===== src/rtl/legv8_multicycle_control_pkg.sv =====
// legv8_multicycle_control_pkg: shared state codes, instruction classes, alu_op encodings and opcode patterns
package legv8_multicycle_control_pkg;
  typedef enum logic [2:0] {
    S_FETCH   = 3'd0,
    S_DECODE  = 3'd1,
    S_EXECUTE = 3'd2,
    S_MEM     = 3'd3,
    S_WB      = 3'd4,
    S_TRAP    = 3'd5
  } state_t;
  typedef enum logic [3:0] {
    C_R, C_RS, C_I, C_IS, C_LOAD, C_STORE, C_CBZ, C_CBNZ, C_B, C_ILLEGAL
  } iclass_t;
  localparam logic [1:0] ALU_ADDR = 2'b00;
  localparam logic [1:0] ALU_CB   = 2'b01;
  localparam logic [1:0] ALU_FUNC = 2'b10;
  // Opcode patterns; '?' bits belong to the immediate / offset fields.
  localparam logic [10:0] OP_ADD   = 11'b10001011000;
  localparam logic [10:0] OP_SUB   = 11'b11001011000;
  localparam logic [10:0] OP_AND   = 11'b10001010000;
  localparam logic [10:0] OP_ORR   = 11'b10101010000;
  localparam logic [10:0] OP_EOR   = 11'b11001010000;
  localparam logic [10:0] OP_LSL   = 11'b11010011011;
  localparam logic [10:0] OP_LSR   = 11'b11010011010;
  localparam logic [10:0] OP_ADDS  = 11'b10101011000;
  localparam logic [10:0] OP_SUBS  = 11'b11101011000;
  localparam logic [10:0] OP_ANDS  = 11'b11101010000;
  localparam logic [10:0] OP_ADDI  = 11'b1001000100?;
  localparam logic [10:0] OP_SUBI  = 11'b1101000100?;
  localparam logic [10:0] OP_ANDI  = 11'b1001001000?;
  localparam logic [10:0] OP_ORRI  = 11'b1011001000?;
  localparam logic [10:0] OP_EORI  = 11'b1101001000?;
  localparam logic [10:0] OP_ADDIS = 11'b1011000100?;
  localparam logic [10:0] OP_SUBIS = 11'b1111000100?;
  localparam logic [10:0] OP_ANDIS = 11'b1111001000?;
  localparam logic [10:0] OP_LDUR  = 11'b11111000010;
  localparam logic [10:0] OP_STUR  = 11'b11111000000;
  localparam logic [10:0] OP_CBZ   = 11'b10110100???;
  localparam logic [10:0] OP_CBNZ  = 11'b10110101???;
  localparam logic [10:0] OP_B     = 11'b000101?????;
endpackage


===== src/rtl/legv8_instr_class.sv =====
// legv8_instr_class: combinational opcode-to-instruction-class decoder
module legv8_instr_class
  import legv8_multicycle_control_pkg::*;
(
  input  logic [10:0] opcode,
  output iclass_t     iclass
);
  always_comb begin
    iclass = C_ILLEGAL;
    casez (opcode)
      OP_ADD, OP_SUB, OP_AND, OP_ORR, OP_EOR, OP_LSL, OP_LSR: iclass = C_R;
      OP_ADDS, OP_SUBS, OP_ANDS:                               iclass = C_RS;
      OP_ADDI, OP_SUBI, OP_ANDI, OP_ORRI, OP_EORI:             iclass = C_I;
      OP_ADDIS, OP_SUBIS, OP_ANDIS:                            iclass = C_IS;
      OP_LDUR:                                                 iclass = C_LOAD;
      OP_STUR:                                                 iclass = C_STORE;
      OP_CBZ:                                                  iclass = C_CBZ;
      OP_CBNZ:                                                 iclass = C_CBNZ;
      OP_B:                                                    iclass = C_B;
      default:                                                 iclass = C_ILLEGAL;
    endcase
  end
endmodule


===== src/rtl/legv8_multicycle_control.sv =====
// legv8_multicycle_control: multicycle LEGv8 control FSM (fetch/decode/execute/mem/wb/trap)
module legv8_multicycle_control
  import legv8_multicycle_control_pkg::*;
(
  input  logic        clk,
  input  logic        reset,
  input  logic [10:0] opcode,
  input  logic        zero,
  input  logic        imem_ready,
  input  logic        dmem_ready,
  output logic        imem_read,
  output logic        ir_write,
  output logic        pc_write,
  output logic        pc_src,
  output logic        readreg2_control,
  output logic        mem_read,
  output logic        mem_write,
  output logic        mem_to_reg,
  output logic        reg_write,
  output logic        alu_src,
  output logic        update_sreg,
  output logic        halted,
  output logic [1:0]  alu_op,
  output logic [2:0]  state
);
  state_t  st, nxt;
  iclass_t cls, dec;

  legv8_instr_class u_class (.opcode(opcode), .iclass(dec));

  assign state = st;

  always_ff @(posedge clk or posedge reset) begin
    if (reset) begin
      st  <= S_FETCH;
      cls <= C_R;
    end else begin
      st <= nxt;
      if (st == S_DECODE) cls <= dec;
    end
  end

  always_comb begin
    nxt              = st;
    imem_read        = 1'b0;
    ir_write         = 1'b0;
    pc_write         = 1'b0;
    pc_src           = 1'b0;
    readreg2_control = 1'b0;
    mem_read         = 1'b0;
    mem_write        = 1'b0;
    mem_to_reg       = 1'b0;
    reg_write        = 1'b0;
    alu_src          = 1'b0;
    update_sreg      = 1'b0;
    halted           = 1'b0;
    alu_op           = ALU_ADDR;
    case (st)
      S_FETCH: begin
        imem_read = 1'b1;
        ir_write  = imem_ready;
        pc_write  = imem_ready;
        nxt       = imem_ready ? S_DECODE : S_FETCH;
      end
      S_DECODE: nxt = (dec == C_ILLEGAL) ? S_TRAP : S_EXECUTE;
      S_EXECUTE: begin
        case (cls)
          C_R, C_RS, C_I, C_IS: begin
            alu_op      = ALU_FUNC;
            alu_src     = (cls == C_I) || (cls == C_IS);
            update_sreg = (cls == C_RS) || (cls == C_IS);
            nxt         = S_WB;
          end
          C_LOAD, C_STORE: begin
            alu_src          = 1'b1;
            readreg2_control = (cls == C_STORE);
            nxt              = S_MEM;
          end
          C_CBZ, C_CBNZ: begin
            readreg2_control = 1'b1;
            alu_op           = ALU_CB;
            pc_write         = (cls == C_CBZ) ? zero : !zero;
            pc_src           = pc_write;
            nxt              = S_FETCH;
          end
          C_B: begin
            pc_write = 1'b1;
            pc_src   = 1'b1;
            nxt      = S_FETCH;
          end
          default: nxt = S_TRAP;
        endcase
      end
      S_MEM: begin
        mem_read  = (cls == C_LOAD);
        mem_write = (cls == C_STORE);
        nxt       = !dmem_ready ? S_MEM : (cls == C_LOAD) ? S_WB : S_FETCH;
      end
      S_WB: begin
        reg_write  = 1'b1;
        mem_to_reg = (cls == C_LOAD);
        nxt        = S_FETCH;
      end
      S_TRAP: begin
        halted = 1'b1;
        nxt    = S_TRAP;
      end
      default: nxt = S_TRAP;
    endcase
  end
endmodule


===== config.mk =====
export PLATFORM = sky130hd
export DESIGN_NAME = legv8_multicycle_control
export DESIGN_NICKNAME = d
export VERILOG_FILES = /design/src/rtl/legv8_multicycle_control_pkg.sv /design/src/rtl/legv8_instr_class.sv /design/src/rtl/legv8_multicycle_control.sv
export SDC_FILE = /design/constraint.sdc
export NUM_CORES = 1
export LEC_CHECK = 0
export CORE_MARGIN = 5
export CORE_UTILIZATION = 35
export CTS_CLUSTER_DIAMETER = 40
export DETAILED_ROUTE_END_ITERATION = 12
export PLACE_DENSITY = 0.7
export SLEW_MARGIN = 15
export SYNTH_ARGS = -nofsm -noshare
export SYNTH_HDL_FRONTEND = slang
export SYNTH_SLANG_ARGS = --single-unit

===== constraint.sdc =====
create_clock -name clk -period 2.9 [get_ports clk]
set_input_delay 0.435 -clock clk [delete_from_list [all_inputs] [get_ports clk]]
set_output_delay 0.435 -clock clk [all_outputs]
set_load 0.005 [all_outputs]

==> impl_metrics.json, run 1 <==
{
  "synth_top_area_frac": 0.250,
  "rows": 16,
  "clkTransAtPathRegs_ns": 0.05,
  "slew_viol_final": 0,
  "path_max_fanout": 7,
  "ant_nets": 0,
  "rrSetupSlack_ns": 1.38,
  "synth_cell_types": 38,
  "layout-drive-gt1-share": 0.0620,
  "layout_setup_ws_ns": 0.242,
  "avgViaCountPerCell": 5.48,
  "arrival_ns": 2.22,
  "route.vias.total": 855,
  "postSynthCellCount": 96,
  "static-leakage-power_nw": 0.409,
  "overflow": 0,
  "wl_per_cell_um": 13.2,
  "fmax_mhz": 376,
  "r2r-start": "state[0]",
  "num_antenna_cells": 0,
  "dieHeight_um": 54.8,
  "place_congestion": 0.965,
  "post-route-period-util": 0.917,
  "dr.max_layer_used": "met4",
  "die_w_um": 54.8,
  "grt_pass1_wl_um": 3320,
  "dr.first_iter.drc_count": 6,
  "finalHoldViolCount": 0,
  "synth.area.top_cells": "dfrtp_1 (25%), nor2_1 (9.6%), nor3_1 (7.1%), nor4b_1 (5.0%), nand2_1 (3.7%)",
  "synth-seq-area-share": 0.250,
  "cts_hold_buf": 0,
  "die_area_um2": 3000,
  "grt_max_degree": 11,
  "worst_path_max_delay_cell": "clkdlybuf4s50_1",
  "irDropWorstVdd_v": 0.000135,
  "grt_setup_unrepaired": "false",
  "start_util": 0.361,
  "setup_tns_ns": 0,
  "start_kind": "flip-flop",
  "met2_length_um": 1070,
  "port_buffers": 32,
  "syn_nets": 112,
  "fin_skew_ns": 0.000245,
  "status": "finished, final reports clean",
  "cts-root-buf": "clkbuf_4",
  "grt_pass1_vias": 847,
  "dp_hpwl_um": 1730,
  "relSlewSlack": 0.655,
  "critical_path_class": "flip-flop to primary output",
  "clk_path_buf_depth": 2,
  "clk_latency_ns": 0.25,
  "yosysTopAreaCell": "dfrtp_1",
  "avgSynthCellArea_um2": 7.31,
  "syn2layout_area_growth_pct": 52.0,
  "path_cells": "nor2b_1, nand2_1, o32a_1, nor2_1, or2_2, clkdlybuf4s50_1",
  "clkSinkCount": 7,
  "min_path_type": "primary input to async pin",
  "post-route-min-period_ns": 2.66,
  "drc": 0,
  "ff2ff_path_depth": 4,
  "wl_met1_um": 764,
  "syn_area_um2": 702,
  "grt_use_total": 0.153,
  "cts_made_buffers": 3,
  "drtPass1Iterations": 4,
  "dp_cells": 152,
  "ys_seq_elements": 7,
  "crit_required_ns": 2.47,
  "finalNonFillerCells": 156,
  "ios": 33,
  "postCtsSetupBuffers": 0,
  "cp-end-kind": "primary output",
  "met3_length_um": 174,
  "final_nets": 146,
  "dp_slack_ns": 0.447,
  "cts_tree": "done",
  "worst_pin_slew_ns": 0.516,
  "post_cts_resized": 0,
  "antenna_found_initial": 0,
  "ys_warn_count": 0,
  "fp.coreArea_um2": 1940,
  "powerDensity_nw_per_um2": 215,
  "nFillCells": 206,
  "htreeDepth": 1,
  "finalSetupViolCount": 0,
  "maxCapViolations": 0,
  "wl_um": 2060,
  "slowest_delay_ns": 0.48,
  "rr_endpoint": "cls[3]"
}
flip-flops by register name, summed over array words and instances (netlist names):
| name | flops |
|---|---|
| cls | 4 |
| state | 3 |
layout make-up:
cell class,instances,area [µm²],area share
Sequential cell,7,175,0.164
Inverter,5,18.8,0.0176
Timing Repair Buffer,32,320,0.300
Tap cell,27,33.8,0.0317
Clock buffer,4,26.3,0.0246
Multi-Input combinational cell,81,493,0.462
power breakdown:
part           leakage [nW]  total [mW]  switching [mW]  internal (mW)
Sequential           0.0665      0.0979               0         0.0979
Clock                0.0150      0.0875          0.0350         0.0524
Combinational         0.327      0.0440          0.0188         0.0252
how the worst max path moves through the flow:
stage	cells past startpoint	to	slack (ns)	start
finish	6	pc_write	0.24	cls[2]
global route	6	pc_write	0.11	cls[2]
CTS	6	pc_write	0.22	cls[2]
detailed placement	6	pc_write	0.45	zero
global placement	6	pc_write	0.48	zero
floorplan	6	pc_write	1.01	cls[2]
cell usage in the layout (no fill, tap or decap), types with 2 or more instances in the layout:
cell,n
a21oi_1,4
a31oi_1,3
and3_1,2
clkbuf_4,3
clkdlybuf4s50_1,32
dfrtp_1,7
inv_1,5
nand2_1,7
nand3_1,4
nor2_1,18
nor2b_1,2
nor3_1,10
nor4b_1,4
o211ai_1,2
o21ai_0,2
cells in the mapped netlist:
library cell	count
or2_2	1
a221oi_1	1
mux2_1	1
o31ai_1	1
or4b_4	1
nor4bb_1	1
nand4bb_1	1
o22ai_1	1
nor2b_1	2
nor4b_1	4
a21oi_1	4
xnor2_1	1
and2_2	1
o21ai_0	2
or4_4	1
or2_1	1
clkbuf_1	2
o211ai_1	2
inv_1	5
buf_4	1
mux2i_1	1
o21ba_1	1
nand2_1	7
a31oi_1	3
or2b_2	1
a32oi_1	1
or3_1	1
nor3_1	10
o32a_1	1
a41oi_1	1
nand3_1	4
o311a_1	1
dfrtp_1	7
and3_1	2
a32o_1	1
a21o_1	1
nor2_1	18
and2_1	1
logic make-up (layout without fill, tap and decap cells):
| group | Yosys count | count (layout) | synth area share |
|---|---|---|---|
| buf+inv | 8 | 41 | 0.0481 |
| compound gates | 21 | 21 | 0.216 |
| xor+xnor | 1 | 1 | 0.0125 |
| simple gates | 57 | 57 | 0.444 |
| mux | 2 | 2 | 0.0303 |
| flops | 7 | 7 | 0.250 |
metrics by stage:
stage | area, µm² | util | hold WS, ns | power [mW]
after floorplan | 702 | - | 0.238 | 0.114
after global placement | 1040 | 0.536 | 0.638 | 0.143
after detailed placement | 1040 | 0.536 | 0.634 | 0.143
after CTS | 1070 | 0.550 | 0.410 | 0.231
after global routing | 1070 | 0.550 | 0.464 | 0.240
final | 1070 | 0.550 | 0.407 | 0.229
critical path, delay by kind of cell, from the launching register on:
kind	cells	cell delay, ns
simple gates	4	0.74
buf+inv	1	0.48
flops	1	0.45
compound gates	1	0.30
layer usage:
layer / track usage / up-vias
li1: - / 426
met1: 0.135 / 385
met2: 0.307 / 40
met3: 0.0109 / 4
met4: 0.120 / 0
met5: 0 / -
Power figures use the tool's default switching activity.
==> run 2, diff against run 1 <==
Clock period 2.9 ns to 3.43 ns, I/O delays scaled along.
==> run 2 against run 1 <==
Against the previous run:
- wire length rose by 1.5%
- count of clock-buffer cells in the layout did not move
- clock skew rose by 0.0014 ns
- combinational power fell by 15%
- sequential share of layout area did not move
- power fell by 16%
- utilization did not move
- sequential power fell by 16%
- critical endpoint unchanged
- largest cell class unchanged
- highest routed layer unchanged
==> impl_metrics.json, run 2 (synthesized netlist as in run 1, its figures left out) <==
{
  "layout-drive-gt1-share": 0.0620,
  "clk_latency_ns": 0.25,
  "ios": 33,
  "grt_setup_unrepaired": "false",
  "worst_pin_slew_ns": 0.499,
  "largest_reg_flops": 4,
  "ant_nets": 0,
  "wl_per_cell_um": 13.4,
  "cp_num_buf_inv": 1,
  "dpl_cell_area_um2": 1040,
  "cp-end-kind": "primary output",
  "clkSinkCount": 7,
  "arrival_ns": 2.22,
  "rows": 16,
  "final_common_cell": "clkdlybuf4s50_1",
  "wl_um": 2090,
  "min_path_type": "primary input to async pin",
  "num_antenna_cells": 0,
  "cts_hold_buf": 0,
  "crit_required_ns": 2.92,
  "grt_pass1_wl_um": 3380,
  "slew_viol_final": 0,
  "top_register": "cls",
  "die_area_um2": 3000,
  "cts_tree": "done",
  "start_util": 0.361,
  "syn2layout_area_growth_pct": 52.0,
  "overflow": 0,
  "static-leakage-power_nw": 0.409,
  "nFillCells": 199,
  "dp_slack_ns": 0.787,
  "finalSetupViolCount": 0,
  "fmax_mhz": 366,
  "drc": 0,
  "grt_use_total": 0.153,
  "htreeDepth": 1,
  "irDropWorstVdd_v": 0.0000982,
  "antenna_found_initial": 0,
  "fin_skew_ns": 0.00166,
  "critical_path_class": "flip-flop to primary output",
  "post-route-period-util": 0.797,
  "dieHeight_um": 54.8,
  "r2r-start": "state[1]",
  "die_w_um": 54.8,
  "dp_hpwl_um": 1730,
  "dr.first_iter.drc_count": 43,
  "clkTransAtPathRegs_ns": 0.05,
  "crit_start": "cls[2]",
  "cts_made_buffers": 3,
  "post-route-min-period_ns": 2.73,
  "route.vias.total": 855,
  "final_nets": 146,
  "critPathTopFamily": "simple AND/OR/NAND/NOR gates",
  "powerDensity_nw_per_um2": 181,
  "stdcell_area_um2": 1070,
  "finalHoldViolCount": 0,
  "path_cells": "nor2b_1, nand2_1, o32a_1, nor2_1, or2_2, clkdlybuf4s50_1",
  "grt_max_degree": 11,
  "drtPass1Iterations": 4,
  "cts-root-buf": "clkbuf_4",
  "post_cts_resized": 0,
  "clk_path_buf_depth": 2,
  "relSlewSlack": 0.662,
  "place_congestion": 0.893,
  "grt_pass1_vias": 819,
  "worst_path_max_delay_cell": "clkdlybuf4s50_1",
  "setup_tns_ns": 0,
  "layout_setup_ws_ns": 0.697,
  "port_buffers": 32,
  "maxCapViolations": 0,
  "avgViaCountPerCell": 5.48,
  "slowest_delay_ns": 0.49,
  "fp.coreArea_um2": 1940,
  "start_kind": "flip-flop",
  "postCtsSetupBuffers": 0,
  "path_max_fanout": 7,
  "status": "finished, final reports clean",
  "final_cell_mix": "clkdlybuf4s50_1 (32), nor2_1 (18), nor3_1 (10)"
}
## run 2: cell counts in the layout (fill, tap and decap cells not counted)
No cell type changed its count.
## run 2: where the power goes
part	switching [mW]	total (mW)	internal, mW	leakage (nW)
sequential	0	0.0827	0.0827	0.0665
clock	0.0290	0.0733	0.0443	0.0150
combinational	0.0160	0.0373	0.0213	0.327
total	0.0450	0.193	0.148	0.409
## run 2: metrics by stage
step / utilization / std cells / hold WS [ns] / power, mW
floorplan: - / 96 / 0.318 / 0.0968
global placement: 0.536 / 152 / 0.633 / 0.121
detailed placement: 0.536 / 152 / 0.642 / 0.121
CTS: 0.550 / 156 / 0.492 / 0.198
global route: 0.550 / 156 / 0.514 / 0.204
finish: 0.550 / 156 / 0.492 / 0.193
## run 2: path summary, 6_finish.rpt
kind | slack, ns | to | depth (start not counted)
min in group clk | 0.65 | cls[3] | 2
max in group asynchronous | 2.73 | state[1] | 2
worst min register to register | 0.65 | cls[3] | 2
worst max register to register | 1.91 | cls[0] | 4
worst max-delay path | 0.70 | pc_write | 6
worst min-delay path | 0.49 | cls[3] | 2
## run 2: routing by layer
layer,routed length [µm],global-route usage,up-vias
met5,0,0,-
met4,36,0.0871,0
met3,208,0.00272,4
met2,1030,0.291,47
met1,808,0.166,378
li1,-,-,426
## run 2: worst reg2reg max path: stages, from the launching register on
cell	delay, ns
dfrtp_1	0.43
or2b_2	0.35
nor2_1	0.41
nor2_1	0.07
a31oi_1	0.17
## run 2: cell type report
cell class                      instances  area, µm²  area share
Clock buffer                            4       26.3      0.0246
Multi-Input combinational cell         81        493       0.462
Tap cell                               27       33.8      0.0317
Sequential cell                         7        175       0.164
Timing Repair Buffer                   32        320       0.300
Inverter                                5       18.8      0.0176
==> run 3, diff against run 2 <==
Clock period 3.43 ns to 2.7 ns, I/O delays scaled along.
==> run 3 against run 2 <==
Against the previous run:
- sequential share of layout area is essentially flat
- clock skew shrank 0.0014 ns
- worst hold slack lost 0.11 ns
- clock power grew 25%
- utilization grew 0.13 points
- wire length grew 0.72%
- critical path depth is the same
- first-iteration DRC count shrank 74%
- largest cell class unchanged
- largest power group unchanged
==> impl_metrics.json, run 3 (synthesized netlist as in run 1, its figures left out) <==
{
  "switching_power_mw": 0.0560,
  "critPathTopFamily": "simple AND/OR/NAND/NOR gates",
  "final_cell_mix": "clkdlybuf4s50_1 (32), nor2_1 (18), nor3_1 (10)",
  "dieHeight_um": 54.8,
  "largest_reg_flops": 4,
  "fmax_mhz": 397,
  "clk_path_buf_depth": 2,
  "num_antenna_cells": 0,
  "grt_max_degree": 11,
  "path_max_fanout": 7,
  "setup_tns_ns": 0,
  "drc": 0,
  "wl_per_cell_um": 13.5,
  "final_nets": 146,
  "slew_viol_final": 0,
  "status": "finished, final reports clean",
  "cts_tree": "done",
  "relSlewSlack": 0.652,
  "worst_path_max_delay_cell": "clkdlybuf4s50_1",
  "die_area_um2": 3000,
  "drtPass1Iterations": 4,
  "wl_um": 2100,
  "worst_pin_slew_ns": 0.514,
  "slowest_delay_ns": 0.48,
  "cts_made_buffers": 3,
  "cts_hold_buf": 0,
  "fp.coreArea_um2": 1940,
  "finalSetupViolCount": 0,
  "port_buffers": 32,
  "place_congestion": 0.965,
  "cp-end-kind": "primary output",
  "p_int_mw": 0.188,
  "finalHoldViolCount": 0,
  "dp_slack_ns": 0.294,
  "overflow": 0,
  "static-leakage-power_nw": 0.411,
  "crit_required_ns": 2.30,
  "cp_num_buf_inv": 1,
  "post-route-min-period_ns": 2.52,
  "postCtsSetupBuffers": 0,
  "cts-root-buf": "clkbuf_4",
  "grt_pass1_vias": 831,
  "final_common_cell": "clkdlybuf4s50_1",
  "combPwrFrac": 0.194,
  "die_w_um": 54.8,
  "htreeDepth": 1,
  "nFillCells": 200,
  "powerDensity_nw_per_um2": 228,
  "critical_path_class": "flip-flop to primary output",
  "dpl_cell_area_um2": 1040,
  "grt_pass1_wl_um": 3440,
  "clkTransAtPathRegs_ns": 0.05,
  "irDropWorstVdd_v": 0.0000875,
  "layout_setup_ws_ns": 0.182,
  "syn2layout_area_growth_pct": 52.4,
  "grt_setup_unrepaired": "false",
  "ios": 33,
  "grt_use_total": 0.154,
  "arrival_ns": 2.11,
  "rows": 16,
  "maxCapViolations": 0,
  "fin_skew_ns": 0.000281,
  "stdcell_area_um2": 1070,
  "switching_share": 0.229,
  "path_cells": "nor2b_2, nand2_1, o32a_1, nor2_1, or2_2, clkdlybuf4s50_1",
  "avgViaCountPerCell": 5.44,
  "clkSinkCount": 7,
  "finalNonFillerCells": 156,
  "dp_hpwl_um": 1750,
  "start_util": 0.361,
  "route.vias.total": 848,
  "top_register": "cls",
  "min_path_type": "primary input to async pin",
  "post-route-period-util": 0.933,
  "start_kind": "flip-flop",
  "layout-drive-gt1-share": 0.0698,
  "dr.first_iter.drc_count": 11,
  "dp_cells": 152,
  "clkPwrFrac": 0.376,
  "ant_nets": 0,
  "clk_latency_ns": 0.25,
  "p_seq_frac": 0.430,
  "antenna_found_initial": 0
}
-- run 3: routing by layer --
layer  GRT usage  part of all wire  vias to the layer above
li1            -                 -                      427
met1       0.144              0.38                      366
met2       0.311              0.51                       49
met3      0.0136             0.086                        6
met4      0.0913             0.025                        0
met5           0                 0                        -
-- run 3: timing repair --
item | 4_1_cts | 5_1_grt
hold endpoints to repair | 0 | 0
resized for setup | 0 | 1
endpoints found under the setup margin | 0 | 1
-- run 3: power by group through the flow --
stage / registers [mW] / logic (mW) / clock network [mW]
after detailed placement: 0.107 / 0.0471 / 0
after global routing: 0.105 / 0.0513 / 0.100
after CTS: 0.105 / 0.0472 / 0.0940
after global placement: 0.107 / 0.0464 / 0
after floorplan: 0.107 / 0.0162 / 0
final: 0.105 / 0.0474 / 0.0918
-- run 3: final cells by class --
cell class | count | area [µm²] | area share
Timing Repair Buffer | 32 | 320 | 0.299
Inverter | 5 | 18.8 | 0.0175
Clock buffer | 4 | 26.3 | 0.0246
Sequential cell | 7 | 175 | 0.164
Tap cell | 27 | 33.8 | 0.0316
Multi-Input combinational cell | 81 | 495 | 0.463
-- run 3: worst paths after layout --
path	startpoint	endpoint	slack (ns)	cells past startpoint
max in group asynchronous	reset	cls[1]	2.11	2
worst min register to register	cls[0]	cls[0]	0.64	2
worst max register to register	state[1]	cls[3]	1.16	4
worst min-delay path	reset	state[1]	0.38	2
min in group clk	cls[0]	cls[0]	0.64	2
worst max-delay path	cls[2]	pc_write	0.18	6
-- run 3: worst reg2reg max path: stages, from the launching register on --
cell and delay [ns]:
dfrtp_1 0.43, or2b_2 0.36, nor2_1 0.43, nor2_1 0.08, a31oi_1 0.16
-- run 3: through the flow --
| step | hold slack (ns) | util | power (mW) |
|---|---|---|---|
| 2_1_floorplan | 0.208 | - | 0.123 |
| 3_3_place_gp | 0.635 | 0.536 | 0.153 |
| 3_5_place_dp | 0.633 | 0.536 | 0.154 |
| 4_1_cts | 0.389 | 0.550 | 0.246 |
| 5_1_grt | 0.430 | 0.551 | 0.256 |
| 6_report | 0.382 | 0.551 | 0.244 |
